===== src/rtl/hazard_fwd_unit.sv =====
// Hazard/forwarding controller: EX operand bypass selects, load-use and MDU stalls, redirect flush.
// Optional statistics counters are built when HAZARD_STATS_EN is defined.
//
// state | meaning
// IDLE  | MDU free; a start from ID/EX loads the occupancy down-counter
// BUSY  | MDU occupied; counter runs down, terminal count ends the operation

module hazard_fwd_unit #(
   parameter int REG_AW  = 5,
   parameter int MDU_LAT = 32,
   parameter int CNT_W   = 32
) (
   input  logic              clk,
   input  logic              rst,
   input  logic [REG_AW-1:0] id_rs,
   input  logic [REG_AW-1:0] id_rt,
   input  logic              id_use_rs,
   input  logic              id_use_rt,
   input  logic              id_mdu_use,
   input  logic [REG_AW-1:0] ex_rs,
   input  logic [REG_AW-1:0] ex_rt,
   input  logic [REG_AW-1:0] ex_rd,
   input  logic              ex_memread,
   input  logic              ex_mdu_start,
   input  logic [REG_AW-1:0] mem_rd,
   input  logic              mem_regwrite,
   input  logic [REG_AW-1:0] wb_rd,
   input  logic              wb_regwrite,
   input  logic [1:0]        npc_op,
   output logic [1:0]        fwd_a,
   output logic [1:0]        fwd_b,
   output logic              stall,
   output logic              bubble_ex,
   output logic              flush_id,
   output logic              mdu_busy,
   output logic              mdu_done
`ifdef HAZARD_STATS_EN
   ,
   output logic [CNT_W-1:0]  stat_lu_cnt,
   output logic [CNT_W-1:0]  stat_mdu_cnt,
   output logic [CNT_W-1:0]  stat_flush_cnt
`endif
);

   localparam int MCW = $clog2(MDU_LAT + 1);
   localparam logic [MCW-1:0] CNT_LOAD = MCW'(MDU_LAT - 1);

   typedef enum logic {IDLE = 1'b0, BUSY = 1'b1} mdu_state_t;

   mdu_state_t     state, state_nxt;
   logic [MCW-1:0] cnt, cnt_nxt;
   logic           lu, mh, redirect;

   always_ff @(posedge clk or posedge rst) begin
      if (rst) begin
         state <= IDLE;
         cnt   <= '0;
      end else begin
         state <= state_nxt;
         cnt   <= cnt_nxt;
      end
   end

   // A start seen while BUSY is dropped; the counter keeps running down.
   always_comb begin
      state_nxt = state;
      cnt_nxt   = cnt;
      case (state)
         IDLE: begin
            if (ex_mdu_start) begin
               state_nxt = BUSY;
               cnt_nxt   = CNT_LOAD;
            end
         end
         BUSY: begin
            if (cnt == '0) state_nxt = IDLE;
            else           cnt_nxt   = cnt - 1'b1;
         end
         default: state_nxt = IDLE;
      endcase
   end

   always_comb begin
      mdu_busy = (state == BUSY);
      mdu_done = (state == BUSY) && (cnt == '0);
   end

   function automatic logic [1:0] fwd_sel(input logic [REG_AW-1:0] src);
      if (mem_regwrite && (mem_rd != '0) && (mem_rd == src))    return 2'b10;
      else if (wb_regwrite && (wb_rd != '0) && (wb_rd == src))  return 2'b01;
      else                                                      return 2'b00;
   endfunction

   always_comb begin
      fwd_a = fwd_sel(ex_rs);
      fwd_b = fwd_sel(ex_rt);
   end

   always_comb begin
      lu = ex_memread && (ex_rd != '0) &&
           ((id_use_rs && (id_rs == ex_rd)) || (id_use_rt && (id_rt == ex_rd)));
      mh       = mdu_busy && id_mdu_use;
      redirect = (npc_op != 2'b00);
   end

   // The ID instruction is wrong-path on a redirect, so its hazards are moot.
   always_comb begin
      stall     = 1'b0;
      bubble_ex = 1'b0;
      flush_id  = 1'b0;
      if (redirect) begin
         flush_id  = 1'b1;
         bubble_ex = 1'b1;
      end else if (lu || mh) begin
         stall     = 1'b1;
         bubble_ex = 1'b1;
      end
   end

`ifdef HAZARD_STATS_EN
   always_ff @(posedge clk or posedge rst) begin
      if (rst) begin
         stat_lu_cnt    <= '0;
         stat_mdu_cnt   <= '0;
         stat_flush_cnt <= '0;
      end else begin
         if (redirect)        stat_flush_cnt <= stat_flush_cnt + CNT_W'(1);
         if (!redirect && lu) stat_lu_cnt    <= stat_lu_cnt + CNT_W'(1);
         if (!redirect && mh) stat_mdu_cnt   <= stat_mdu_cnt + CNT_W'(1);
      end
   end
`else
   logic unused_cnt_w;
   assign unused_cnt_w = (CNT_W > 0);
`endif

endmodule


===== config.mk =====
export PLATFORM = sky130hd
export DESIGN_NAME = hazard_fwd_unit
export DESIGN_NICKNAME = d
export VERILOG_FILES = /design/src/rtl/hazard_fwd_unit.sv
export SDC_FILE = /design/constraint.sdc
export NUM_CORES = 1
export LEC_CHECK = 0
export BUFFER_PORTS_ARGS = -buffer_cell sky130_fd_sc_hd__buf_4
export CORE_AREA = 2 2 48 50
export CTS_BUF_LIST = sky130_fd_sc_hd__clkbuf_16
export DETAILED_ROUTE_END_ITERATION = 8
export DIE_AREA = 0 0 50 52
export GPL_ROUTABILITY_DRIVEN = 0
export MAX_ROUTING_LAYER = met4
export PLACE_DENSITY = 0.82
export SLEW_MARGIN = 20
export SYNTH_ARGS = -nofsm -noshare
export SYNTH_HDL_FRONTEND = slang
export SYNTH_SLANG_ARGS = --single-unit

===== constraint.sdc =====
create_clock -name clk -period 1.9 [get_ports clk]
set_input_delay 0.285 -clock clk [delete_from_list [all_inputs] [get_ports clk]]
set_output_delay 0.285 -clock clk [all_outputs]
set_load 0.05 [all_outputs]

# After elaboration in Yosys (flattened, before gate mapping)
# Cells that the tools add are included.
[classes]
addsub = 1
n_bitwise = 1
n_eq_ne = 8
reduce_logical = 20
mux = 14
[op_table]
columns = ["op", "n"]
rows = [
  ["$eq 5x5->1", 6],
  ["$reduce_bool 5->1", 3],
  ["$logic_and 1x1->1", 12],
  ["$mux 6", 2],
  ["$pmux 6 s2", 1],
  ["$mux 1", 8],
  ["$logic_not 6->1", 1],
  ["$sub 6x1->6 const B", 1],
  ["$mux 2", 2],
  ["$ne 2x2->1 const B", 2],
  ["$logic_or 1x1->1", 2],
  ["$pmux 1 s2", 1],
  ["$reduce_and 2->1", 1],
  ["$reduce_bool 2->1", 1],
  ["$not 1->1", 1],
]
[totals]
elab_cells = 46
in_bits = 46
regBits = 7
out_inout_bits = 9

# Logic depth before layout (Yosys ltp)
[logic_depth]
ltp_word = 7
ltp_mapped = 6
depth_no_buf = 6

# Worst setup path after synthesis
# No wires, ideal clock.
[synth_timing]
path_kind = "input-to-output"
from = "input port mem_rd[4]"
to = "output port fwd_a[0]"
arrival_time_ps = 2650
required_ps = 1615
stages = 4
path_buffers = 0
path_slack_ps = -1035
cell_sequence = "xnor2_1 -> nand3_1 -> nor4_1 -> nor4_2"
[synth_between]
elab_chain_len = 4
elab_cells_between_ends = 5
cone_classes = "eq/ne: 1; mux: 1; reduce/logical: 3"
[synth_lines]
columns = ["item", "line_no", "text"]
rows = [
  ["start, declared", "25", "input logic [REG_AW-1:0] mem_rd,"],
  ["$reduce_bool 5->1", "89", "if (mem_regwrite && (mem_rd != '0) && (mem_rd == src)) return 2'b10;"],
  ["$logic_and 1x1->1", "89", ""],
  ["$logic_and 1x1->1 (*)", "89", ""],
  ["$mux 2 (*)", "89", ""],
  ["end, declared", "30", "output logic [1:0] fwd_a,"],
]
# Mark *: on every way between the ends. The rest lies on a longest branch, timed or not.

# Worst setup path in the final report
[layout_timing]
from = "input port wb_rd[1]"
to = "output port fwd_a[0]"
[layout_between]
elab_chain_len = 5
elab_cells_between_ends = 6
cone_classes = "eq/ne: 1; mux: 2; reduce/logical: 3"
[layout_lines]
columns = ["item", "line_no", "text"]
rows = [
  ["start, declared", "27", "input logic [REG_AW-1:0] wb_rd,"],
  ["$reduce_bool 5->1", "90", "else if (wb_regwrite && (wb_rd != '0) && (wb_rd == src)) return 2'b01;"],
  ["$logic_and 1x1->1", "90", ""],
  ["$logic_and 1x1->1 (*)", "90", ""],
  ["$mux 1 (*)", "90", ""],
  ["$mux 2 (*)", "89", ""],
]
# Marks and branches as above.

==> flow_metrics.py <==
metrics = {
    "status": {
        "outcome": "complete, but fails checks",
        "violations": "negative hold slack, negative setup slack",
    },
    "sta": {
        "tightest_slew_ps": 471,
        "whs_ps": -6.40,
        "worst_slack_ps": -28.8,
        "rsz0062_at_grt": "true",
        "skew_ps": 3.45,
        "post-route-min-period_ps": 1930,
        "slew_violations": 0,
        "fin_setup_tns_ps": -28.8,
        "finalCritPeriodShare": 1.02,
        "max-slew-margin-rel": 0.682,
        "finalHoldViolCount": 7,
        "setup_viol": 1,
        "max_freq_ghz": 0.518,
    },
    "yosys": {
        "synth_cell_type_count": 27,
        "synth_top_area_share": 0.246,
        "synth_warnings": 0,
        "synthFlopType": "dfrtp_1",
        "synth_common_cells": "xor2_1, xnor2_1, dfrtp_1",
        "syn_avg_cell_area_sq_um": 8.53,
        "synth_top_area_cell": "xor2_1",
        "syn_area_sq_um": 785,
        "synth_edf_count": 0,
        "synthArstFlopShare": 1.00,
        "syn_nets": 139,
        "synthCells": 92,
        "synth_area_leaders": "xor2_1, dfrtp_1, xnor2_1",
        "ys_seq_area_frac": 0.223,
        "synth_most_common_cell": "xor2_1",
        "synth_seq_cells": 7,
    },
    "placed_design": {
        "dp_hpwl_um": 2090,
        "port_buffers": 54,
        "post_dp_cell_area_sq_mm": 0.00135,
        "pre_cts_slack_ps": -99.9,
    },
    "setup_path": {
        "worst_setup_path_start_kind": "primary input",
        "rr_endpoint": "cnt[4]",
        "cpMaxStageDelayCell": "or4_4",
        "worstSetupPathType": "primary input to primary output",
        "cp-startpoint": "wb_rd[1]",
        "slowest_delay_ps": 550,
        "path_depth": 6,
        "worstPathMaxFanout": 3,
        "reg2reg_from": "cnt[0]",
        "cp-end-kind": "primary output",
        "worstPathArrival_ps": 1640,
        "endpoint": "fwd_a[0]",
        "cp_num_buf_inv": 2,
        "worstPathCellList": "buf_4, or4_1, o21ai_1, or4_4, nor4_4, buf_6",
        "r2r_slack_ps": 290,
        "worstPathRequired_ps": 1620,
        "r2r_cells": 6,
        "crit_family": "simple AND/OR/NAND/NOR gates",
    },
    "final_layout": {
        "fillers": 152,
        "nNetsFinal": 208,
        "fin_util": 0.717,
        "fin_area_sq_mm": 0.00151,
        "diodes": 0,
        "area_delta_synth_final_pct": 92.5,
        "drive_above_1_share": 0.494,
    },
    "clocking": {
        "path_clk_slew_ps": 40,
        "clockBufferDepth": 2,
        "cts_sinks": 7,
        "cts_tree": "done",
        "clkLatencyLatePin_ps": 230,
        "numCtsBuffers": 3,
        "cts_root_buf": "clkbuf_16",
        "h-tree-depth": 1,
    },
    "global_route": {
        "grt_max_degree": 9,
        "antenna_found_initial": 0,
        "grt_pass1_wl_um": 4070,
        "grt_pass1_vias": 975,
        "overflow": 0,
        "grt_use_total": 0.212,
    },
    "die": {
        "io-pin-count": 55,
        "start_util": 0.373,
        "die_h_um": 52,
        "dieWidth_um": 50,
        "dieArea_sq_mm": 0.00260,
        "num_rows": 17,
        "core-area_sq_mm": 0.00211,
    },
    "power": {
        "power_frac_clock": 0.298,
        "power_switching_mw": 0.416,
        "finalPower_mw": 1.18,
        "p_leak_nw": 0.701,
        "intPower_mw": 0.763,
        "p_sw_frac": 0.352,
        "combPwrFrac": 0.443,
        "power.density_mw_per_mm2": 781,
        "vdd_drop_max_mv": 0.994,
        "seq_power_share": 0.259,
    },
    "min_path": {
        "min_path_type": "primary input to async pin",
    },
    "routing": {
        "ant_nets": 0,
        "via_per_inst": 5.02,
        "dr.first_iter.drc_count": 7,
        "vias": 943,
        "drt-pass1-iter-count": 3,
        "wl_per_cell_um": 13.8,
        "drc_errors": 0,
        "routed_wl_um": 2590,
    },
    "run": {
        "maxCapViolCount": 0,
    },
}
[placed cells by master, fill, tap and decap left out, types with 2 or more instances in the layout]
master and n:
xnor2_1 10, nor4_1 2, buf_4 53, a31oi_1 2, nand2_1 6, inv_1 7, nand2b_1 2, o21ai_1 2
dfrtp_1 7, or4_4 3, nor2_1 5, xor2_1 21, clkbuf_16 3, nor4_4 4, or4_1 3, nand3_1 4
buf_6 11
[worst min path at each step]
stage / cells after the start / start / end
2_1_floorplan: 1 / rst / cnt[0]
3_3_place_gp: 2 / rst / mdu_busy
3_5_place_dp: 2 / rst / cnt[0]
4_1_cts: 2 / rst / cnt[3]
5_1_grt: 2 / rst / cnt[4]
6_report: 2 / rst / cnt[4]
[power groups by stage]
stage / Sequential (mW) / Clock, mW / Combinational, mW
3_5_place_dp: 0.292 / 0 / 0.491
3_3_place_gp: 0.288 / 0 / 0.469
5_1_grt: 0.317 / 0.364 / 0.583
2_1_floorplan: 0.293 / 0 / 0.302
4_1_cts: 0.291 / 0.356 / 0.507
6_report: 0.305 / 0.351 / 0.523
[flip-flops by register name, summed over array words and instances, names as in the netlist]
signal	cells
mdu_busy	1
cnt	6
[worst reg2reg max path, cell delays in order (launching register included)]
cell     delay (ps)
dfrtp_1         390
inv_1            70
ha_1            170
nor2b_2         200
nor4b_1         430
xnor2_1         170
nand2_1          60
[per-stage QoR]
stage | cells | hold slack, ps
after floorplan | 92 | 88.4
after global placement | 182 | 238
after detailed placement | 182 | 244
after CTS | 187 | 1.51
after global routing | 188 | 21.5
final | 188 | -6.40
[kinds of logic (layout without fill, tap and decap cells)]
| group | count (synthesis) | in the layout | synth area share |
|---|---|---|---|
| compound gates | 11 | 11 | 0.0925 |
| xor+xnor | 32 | 32 | 0.357 |
| fa+ha+maj | 1 | 1 | 0.0159 |
| buf+inv | 6 | 74 | 0.0287 |
| flops | 7 | 7 | 0.223 |
| mux | 1 | 1 | 0.0128 |
| simple gates | 34 | 34 | 0.270 |
[metal layers]
metal / part of all wire / global-route usage / wire length [um]
met1: 0.38 / 0.227 / 976
met4: 0.012 / 0.0602 / 30
met2: 0.56 / 0.397 / 1450
met5: 0 / - / 0
met3: 0.051 / 0.0374 / 132
[area by class of cell]
type | instances | area [sq um] | area share
multi-input cells | 79 | 677 | 0.448
repair buffers | 64 | 522 | 0.345
flip-flops and latches | 7 | 175 | 0.116
clock buffers | 3 | 75.1 | 0.0497
well taps | 28 | 35.0 | 0.0232
inverters | 6 | 22.5 | 0.0149
clock inverters | 1 | 3.75 | 0.00249
[repair_timing]
| item | CTS | global route |
|---|---|---|
| setup endpoints to repair | 3 | 3 |
| setup buffers | 1 | 1 |
| hold endpoints to repair | 0 | 0 |
| pin swaps | 3 | 2 |
| resized for setup | 7 | 10 |
| hold buffers | 0 | 0 |
No activity file was read; power rests on OpenSTA's default activity.
